<file path="config.mk">
export PLATFORM = sky130hd
export DESIGN_NAME = stark_fetch_ctrl
export DESIGN_NICKNAME = d
export VERILOG_FILES = /design/src/rtl/stark_fetch_ctrl_pkg.sv /design/src/rtl/stark_fetch_irq_latch.sv /design/src/rtl/stark_fetch_ctrl.sv
export SDC_FILE = /design/constraint.sdc
export NUM_CORES = 1
export LEC_CHECK = 0
export ABC_AREA = 1
export BUFFER_PORTS_ARGS = -buffer_cell sky130_fd_sc_hd__buf_2
export CORE_MARGIN = 5
export CORE_UTILIZATION = 45
export DETAILED_ROUTE_END_ITERATION = 8
export PLACE_DENSITY_LB_ADDON = 0.08
export SYNTH_ARGS = -nofsm -noshare
export SYNTH_HDL_FRONTEND = slang
export SYNTH_HIERARCHICAL = 1
export SYNTH_SLANG_ARGS = --single-unit
export TNS_END_PERCENT = 30
</file>
<file path="constraint.sdc">
create_clock -name clk -period 1.57 [get_ports clk]
set_input_delay 0.157 -clock clk [delete_from_list [all_inputs] [get_ports clk]]
set_output_delay 0.157 -clock clk [all_outputs]
set_load 0.01 [all_outputs]
</file>
<file path="src/rtl/stark_fetch_ctrl_pkg.sv">
// Shared constants, fetch-state encoding and branch-number helper for the
// Stark fetch-stage sequencer.
package stark_fetch_ctrl_pkg;

    localparam int          DEF_PCW        = 32;
    localparam logic [31:0] DEF_RSTPC      = 32'hFFFD_0000;
    localparam int          DEF_FETCH_INC  = 20;
    localparam int          DEF_LINE_BYTES = 128;
    localparam int          DEF_BNOW       = 5;

    typedef enum logic [1:0] {
        ST_RESET,
        ST_RUN,
        ST_MISS
    } fetch_state_t;

    // Branch numbers run 1..2^w-1; zero is reserved, so the wrap lands on 1.
    function automatic logic [31:0] bno_inc(input logic [31:0] bno, input int w);
        logic [31:0] nxt;
        nxt = bno + 32'd1;
        if (nxt == 32'd0 || (w < 32 && nxt >= (32'd1 << w)))
            nxt = 32'd1;
        return nxt;
    endfunction

endpackage

</file>
<file path="src/rtl/stark_fetch_irq_latch.sv">
// Interrupt request latch: captures a level above the current mask, raises it
// while pending, and clears on acknowledge from commit.
module stark_fetch_irq_latch
    import stark_fetch_ctrl_pkg::*;
(
    input  logic       clk,
    input  logic       rst,
    input  logic       mc_active_i,
    input  logic [5:0] irq_i,
    input  logic [5:0] irq_level_i,
    input  logic       irq_ack_i,
    output logic [5:0] irq_o,
    output logic       irqf_o
);

    logic [5:0] r_irq;
    logic       r_irqf;

    // Ack wins over a same-cycle set; a request still present re-sets next cycle.
    always_ff @(posedge clk or negedge rst) begin
        if (!rst) begin
            r_irq  <= 6'd0;
            r_irqf <= 1'b0;
        end else if (irq_ack_i) begin
            r_irq  <= 6'd0;
            r_irqf <= 1'b0;
        end else if (!r_irqf) begin
            if (irq_i > irq_level_i && !mc_active_i) begin
                r_irq  <= irq_i;
                r_irqf <= 1'b1;
            end
        end else if (irq_i > r_irq) begin
            r_irq <= irq_i;
        end
    end

    assign irq_o  = r_irq;
    assign irqf_o = r_irqf;

endmodule

</file>
<file path="src/rtl/stark_fetch_ctrl.sv">
// Fetch-stage sequencer: reset flush, sequential/predicted advance, branch-miss
// redirect, I-cache miss request/ack, stall and micro-code hold.
module stark_fetch_ctrl
    import stark_fetch_ctrl_pkg::*;
#(
    parameter int             PCW        = DEF_PCW,
    parameter logic [PCW-1:0] RSTPC      = PCW'(DEF_RSTPC),
    parameter int             FETCH_INC  = DEF_FETCH_INC,
    parameter int             LINE_BYTES = DEF_LINE_BYTES,
    parameter int             BNOW       = DEF_BNOW
) (
    input  logic            clk,
    input  logic            rst,
    input  logic            ihit,
    input  logic            stall_i,
    input  logic            branchmiss_i,
    input  logic [PCW-1:0]  misspc_i,
    input  logic            predict_taken_i,
    input  logic [PCW-1:0]  predict_pc_i,
    input  logic            mc_active_i,
    input  logic            miss_ack_i,
    input  logic [5:0]      irq_i,
    input  logic [5:0]      irq_level_i,
    input  logic            irq_ack_i,
    output logic [PCW-1:0]  pc_o,
    output logic [BNOW-1:0] bno_o,
    output logic            en_o,
    output logic [2:0]      rstcnt_o,
    output logic            stomp_fet_o,
    output logic [BNOW-1:0] stomp_bno_o,
    output logic            miss_req_o,
    output logic [PCW-1:0]  miss_adr_o,
    output logic [5:0]      irq_o,
    output logic            irqf_o
);

    localparam logic [PCW-1:0] LINE_MASK = ~PCW'(LINE_BYTES - 1);
    localparam logic [PCW-1:0] PC_INC    = PCW'(FETCH_INC);

    fetch_state_t    r_state;
    logic [PCW-1:0]  r_pc;
    logic [BNOW-1:0] r_bno;
    logic            r_en;
    logic [2:0]      r_rstcnt;
    logic            r_stomp_fet;
    logic [BNOW-1:0] r_stomp_bno;
    logic            r_miss_req;
    logic [PCW-1:0]  r_miss_adr;
    logic [BNOW-1:0] w_bno_next;

    assign w_bno_next = BNOW'(bno_inc(32'(r_bno), BNOW));

    // NOTE: all state is updated with non-blocking assignments so every branch
    // below reads the pre-edge values (e.g. stomp_bno captures the old bno).
    always_ff @(posedge clk or negedge rst) begin
        if (!rst) begin
            r_state     <= ST_RESET;
            r_pc        <= RSTPC;
            r_bno       <= BNOW'(1);
            r_en        <= 1'b1;
            r_rstcnt    <= 3'd0;
            r_stomp_fet <= 1'b0;
            r_stomp_bno <= '0;
            r_miss_req  <= 1'b0;
            r_miss_adr  <= '0;
        end else begin
            r_stomp_fet <= 1'b0;

            // A branch miss redirects in both RUN and MISS; an open fill still completes.
            if (branchmiss_i && r_state != ST_RESET) begin
                r_pc        <= misspc_i;
                r_stomp_fet <= 1'b1;
                r_stomp_bno <= r_bno;
                r_bno       <= w_bno_next;
            end

            case (r_state)
                ST_RESET: begin
                    r_en <= 1'b1;
                    if (r_rstcnt == 3'd7)
                        r_state <= ST_RUN;
                    else
                        r_rstcnt <= r_rstcnt + 3'd1;
                end
                ST_RUN: begin
                    r_en <= !stall_i && ihit;
                    if (!branchmiss_i && !mc_active_i && !stall_i) begin
                        if (!ihit) begin
                            r_miss_req <= 1'b1;
                            r_miss_adr <= r_pc & LINE_MASK;
                            r_state    <= ST_MISS;
                        end else if (predict_taken_i) begin
                            r_pc  <= predict_pc_i;
                            r_bno <= w_bno_next;
                        end else begin
                            r_pc <= r_pc + PC_INC;
                        end
                    end
                end
                ST_MISS: begin
                    r_en <= 1'b0;
                    if (miss_ack_i) begin
                        r_miss_req <= 1'b0;
                        r_state    <= ST_RUN;
                    end
                end
                default: r_state <= ST_RESET;
            endcase
        end
    end

    stark_fetch_irq_latch u_irq (
        .clk         (clk),
        .rst         (rst),
        .mc_active_i (mc_active_i),
        .irq_i       (irq_i),
        .irq_level_i (irq_level_i),
        .irq_ack_i   (irq_ack_i),
        .irq_o       (irq_o),
        .irqf_o      (irqf_o)
    );

    assign pc_o        = r_pc;
    assign bno_o       = r_bno;
    assign en_o        = r_en;
    assign rstcnt_o    = r_rstcnt;
    assign stomp_fet_o = r_stomp_fet;
    assign stomp_bno_o = r_stomp_bno;
    assign miss_req_o  = r_miss_req;
    assign miss_adr_o  = r_miss_adr;

endmodule

</file>
# Yosys cells after proc, flatten, opt, wreduce, memory -nomap -nowiden
# Cells that the tools add are included.
# totals
reg_bits,82
in_bits,85
out_inout_bits,87
word_cells,76
# classes
n_addsub,3
order_cmp,3
n_eq_ne,8
mux,29
bitwise,2
reduce_logical,20
# op_table
operator,n
2-to-1 mux 32 bit,5
"adder 32 x 5 -> 32 bit, second input constant",1
zero test 32 bit,1
2-to-1 mux 5 bit,6
2-to-1 mux 6 bit,4
> comparator 6 bit,2
2-to-1 mux 2 bit,4
"inequality test 2 bit, second input constant",4
AND reduction 4 bit,2
2-to-1 mux 1 bit,7
"adder 5 x 1 -> 6 bit, second input constant",1
"greater-or-equal comparator 6 bit, second input constant",1
one-hot mux 2 bit (3 select lines),1
nonzero test 3 bit,2
logical AND 1 bit,5
AND reduction 2 bit,2
nonzero test 2 bit,2
"adder 3 x 1 -> 3 bit, second input constant",1
"== test 3 bit, second input constant",1
zero test 1 bit,3
"inequality test 3 bit, second input constant",1
one-hot mux 1 bit (3 select lines),1
AND reduction 3 bit,1
"== test 2 x 1 -> 1 bit, second input constant",1
other kinds (5),6

# Depth between registers and ports, before layout
# depth
word_depth,9
mapped_depth,12
mapped_depth_nobuf,12

# Modules after synthesis
# Netlist, hierarchy kept.
# by_module_without_submodules
module,instances,cells_each,area_each_um2,seq_area_each_um2
stark_fetch_ctrl,1,589,4377.9,1898.1
stark_fetch_irq_latch,1,103,732.0,175.2

# Worst setup path before layout
# No wires, ideal clock.
# synth_path
path_kind,register -> register
startpoint,"reg, netlist name rstcnt_o[0]"
endpoint,"reg r_miss_adr[15], in the netlist miss_adr_o[15]"
setup_ns,0.121
t_arrival_ns,1.547
t_required_ns,1.449
setup_slack_ns,-0.099
path_stages_with_launch,8
n_path_buf,1
synth_period_minus_slack_ns,1.669
cell_sequence,dfrtp_1 -> ha_1 -> ha_1 -> nor2_1 -> a211oi_2 -> nand2_2 -> clkbuf_2 -> o21ai_1
# synth_rtl
element,line_no,source
to (signal assigned),stark_fetch_ctrl.sv:90,r_miss_adr <= r_pc & LINE_MASK;
to (decl),stark_fetch_ctrl.sv:48,logic [PCW-1:0] r_miss_adr;

# Worst setup path in the final report
# layout_path
startpoint,reg r_state[0]
endpoint,"reg r_miss_adr[8], in the netlist miss_adr_o[8]"
# layout_between
elab_chain_len,2
# layout_lines
element,line_no,source
from (decl),stark_fetch_ctrl.sv:40,fetch_state_t r_state;
from (signal assigned),stark_fetch_ctrl.sv:57,r_state <= ST_RESET;
from (signal assigned),stark_fetch_ctrl.sv:81,r_state <= ST_RUN;
from (signal assigned),stark_fetch_ctrl.sv:91,r_state <= ST_MISS;
== test 2 x 1 -> 1 bit,stark_fetch_ctrl.sv:77,case (r_state)
AND reduction 3 bit (no source line),-,
# Every way passes these cells.
# A chain may end at the register's enable or synchronous reset.

==> impl_results.md <==
- Number of port buffers: roughly 160
- GRT Max-Usage Layer: met2
- Min cycle time layout: between 1500 and 2000 ps
- Outcome: complete, but fails checks
- Power Density: approximately 1800 nW/um^2
- Clk_skew: ~7.1 ps
- GRT met2 Usage: roughly two fifths
- TritonRoute pass-1 iters: 5
- Total Neg Setup Slack: -37.8 ps
- Clock Sinks: between 80 and 90
- GRT Resource Usage Total: 24.3%
- Cells after DPL: roughly 1000
- Post-synth top cells: nand2_1, inv_1, dfrtp_1, nor2_1, o21ai_0
- Max FO, Critical Path: 14
- Critical Path Sink: miss_adr_o[8]$_DFFE_PN0P_
- Final ANT Viol Nets: 0
- ANT cells: 0
- WP data arrival: roughly 1800 ps
- Synth Register Bits: 82
- Max-cap violations: 0
- # DRC: 0
- Most frequent cell after synthesis: nand2_1
- Layout cells sized above 1: 40.8%
- Crit. End Element: register
- Seq/Total Area, Yosys: 40.6%
- Core area: 11300 sq um
- Mapped Area: ~5100 sq um
- Worst-skew pair later-pin latency: about 350 ps
- First-pass GRT wire length: 25800 um
- Hold Crit Class: in -> reg
- Vias in the first global route: 5155
- Area contributors post-synth: dfrtp_1, nand2_1, dfstp_2
- Top cell type by total area after synthesis: dfrtp_1
- Asr flop ratio synth: 100%
- Yosys warns: 6
- Post-Route WL: roughly 17000 um
- Post-Route Utilization: about two thirds
- Width of the die: about 120 um
- Slew Viols, Final: 0
- Failing checks: negative setup slack
- Unrepaired setup endpoints after global routing: true
- Floorplan die height: 117 um
- Via count: around 5400
- Final net count: 1022
- Fmax: 0.631 GHz
- Reg-to-Reg Start: r_state[0]$_DFFE_PN0P_
- PnR worst setup slack: -14.0 ps
- Maximum vdd ir drop: approximately 1.1 mV
- Final Non-Filler Cells: between 1000 and 1500
- CTS Root Cell: clkbuf_16
- Final clock period utilization by the worst path: 101%
- Worst reg2reg path depth: 9
- Worst Setup SP: r_state[0]$_DFFE_PN0P_
- Post-DP HPWL: roughly 13000 um
- Longest Clk Path Bufs: 2
- Vias per cell: between 5 and 6
- Gp weighted congestion: just over 0.9
- Total global routing overflow: 0
- Initial antenna violation count: 0
- Share of the synthesized area in the top cell type: between 30% and 40%
- Overall die area: approximately 14000 sq um
- R2R setup slack: -10 ps
- Num CTS Buffers: 9
- Row count: 39
- Reg clk slew, reported paths: ~70 ps
- Initial core utilization: roughly 45%
- DRT iter0 DRCs: 320
- CTS tree: built
- Routed len/inst: ~16 um
- Top FF cell, synth: dfrtp_1
- Syn Inst Count: just under 700
- CP Launch Type: register
- Post-synthesis cell type count: 36
- Crit path kind: reg -> reg
- Syn-to-layout area delta: 43.4%
- Final setup vio count: 5
- Final Hold Fails: 0
- Post-synthesis average cell area: around 7.4 sq um
- Ports: about 170
- GR Util met1: about a third
- P_leak: about 3.8 nW
- CTS H-tree depth: 3
- Critical Path RT: around 1800 ps
- Largest net degree at the start of global routing: between 40 and 50
- Met3 global-route usage: approximately 3.8%
- EDFF count, synth: 0
- RR Endpoint: miss_adr_o[8]$_DFFE_PN0P_
- Design Power: ~13 mW
==> kinds of logic (layout without fill, tap and decap cells) <==
| kind of cell | count (synthesis) | in the layout | synth area share (%) |
|---|---|---|---|
| adders and majority gates | 16 | 16 | 3.92 |
| and+or+nand+nor | 316 | 316 | 27.5 |
| xor gates and xnor gates | 11 | 11 | 1.89 |
| muxes | 2 | 2 | 0.441 |
| buffers and inverters | 118 | 346 | 9.89 |
| other | 1 | 7 | 0.0734 |
| AOI/OAI and AO/OA | 146 | 146 | 15.7 |
| DFF | 82 | 82 | 40.6 |
==> final cells by class <==
class / instances / area [sq um]
Inverter: 91 / 347
Sequential cell: 82 / 2080
Fill cell: 1024 / 3950
Multi-Input combinational cell: 498 / 2900
Clock buffer: 10 / 229
Tap cell: 143 / 179
Clock inverter: 6 / 67.6
Timing Repair Buffer: 239 / 1530
==> report_power, final <==
group	internal, mW	switching, mW
Combinational	3.11	3.96
Clock	1.24	0.911
Sequential	3.21	0.900
Total	7.56	5.78
==> stage by stage <==
step                cell area [sq um]  setup WS (ps)  hold slack (ps)
finish                           7330          -14.0             25.2
global route                     7330           -117             40.7
CTS                              6890          -41.6             14.6
detailed placement               6530          -56.5            -30.9
global placement                 6530           15.4            -31.1
floorplan                        5140         -0.572             -139
==> worst min path at each step <==
stage / startpoint / cells after the start / to / slack [ps]
floorplan: rst / 0 / bno_o[1]$_DFF_PN0_ / -140
global placement: rst / 1 / u_irq/irq_o[3]$_DFFE_PN0P_ / -30
detailed placement: rst / 1 / u_irq/irq_o[3]$_DFFE_PN0P_ / -30
CTS: predict_pc_i[1] / 3 / pc_o[1]$_DFFE_PN0P_ / 10
global route: predict_pc_i[2] / 3 / pc_o[2]$_DFF_PN0_ / 40
finish: predict_pc_i[1] / 3 / pc_o[1]$_DFFE_PN0P_ / 30
==> flip-flops by register name, indices dropped and copies added (netlist names) <==
register / count
r_state: 2
u_irq/irqf_o: 1
rstcnt_o: 3
bno_o: 5
stomp_bno_o: 5
miss_req_o: 1
u_irq/irq_o: 6
stomp_fet_o: 1
pc_o: 32
miss_adr_o: 25
en_o: 1
==> critical path, stage by stage (launching register included) <==
cell and delay, ps:
dfrtp_1 380, inv_2 110, nor2_4 50, nand2_4 100, nand2_4 60, a211oi_4 260, nand2_4 160, clkbuf_16 220
nand2_1 60, o21ai_1 60
==> layout by cell type, fill, tap and decap left out, drive strengths merged <==
cell type and count:
buf 236, nand2 195, inv 92, o21ai 68
nor2 67, dfrtp 65, a21oi 53, nand3 40
dfstp 17, ha 16, clkbuf 12, a211oi 11
xor2 11, o211ai 7, conb 7, nand4 5
nor3 5, o221ai 3, a22oi 2, mux2 2
clkinvlp 2, or2 2, o31ai 2, clkinv 2
nand3b 1, nor4 1, bufinv 1, dlygate4sd3 1
==> repair_timing <==
item                                   CTS  global route
pin swaps                                5            15
hold buffers                             1             0
resized for setup                       10           112
setup endpoints to repair               37            64
endpoints found under the hold margin   65             0
setup buffers                            2             6
cloned                                   0             2
==> routing by layer <==
layer / up-vias / wire length [um]
met5: - / 0
met4: 0 / 249
met3: 18 / 888
met2: 145 / 7990
met1: 2547 / 7960
li1: 2688 / -
Power figures use the tool's default switching activity.
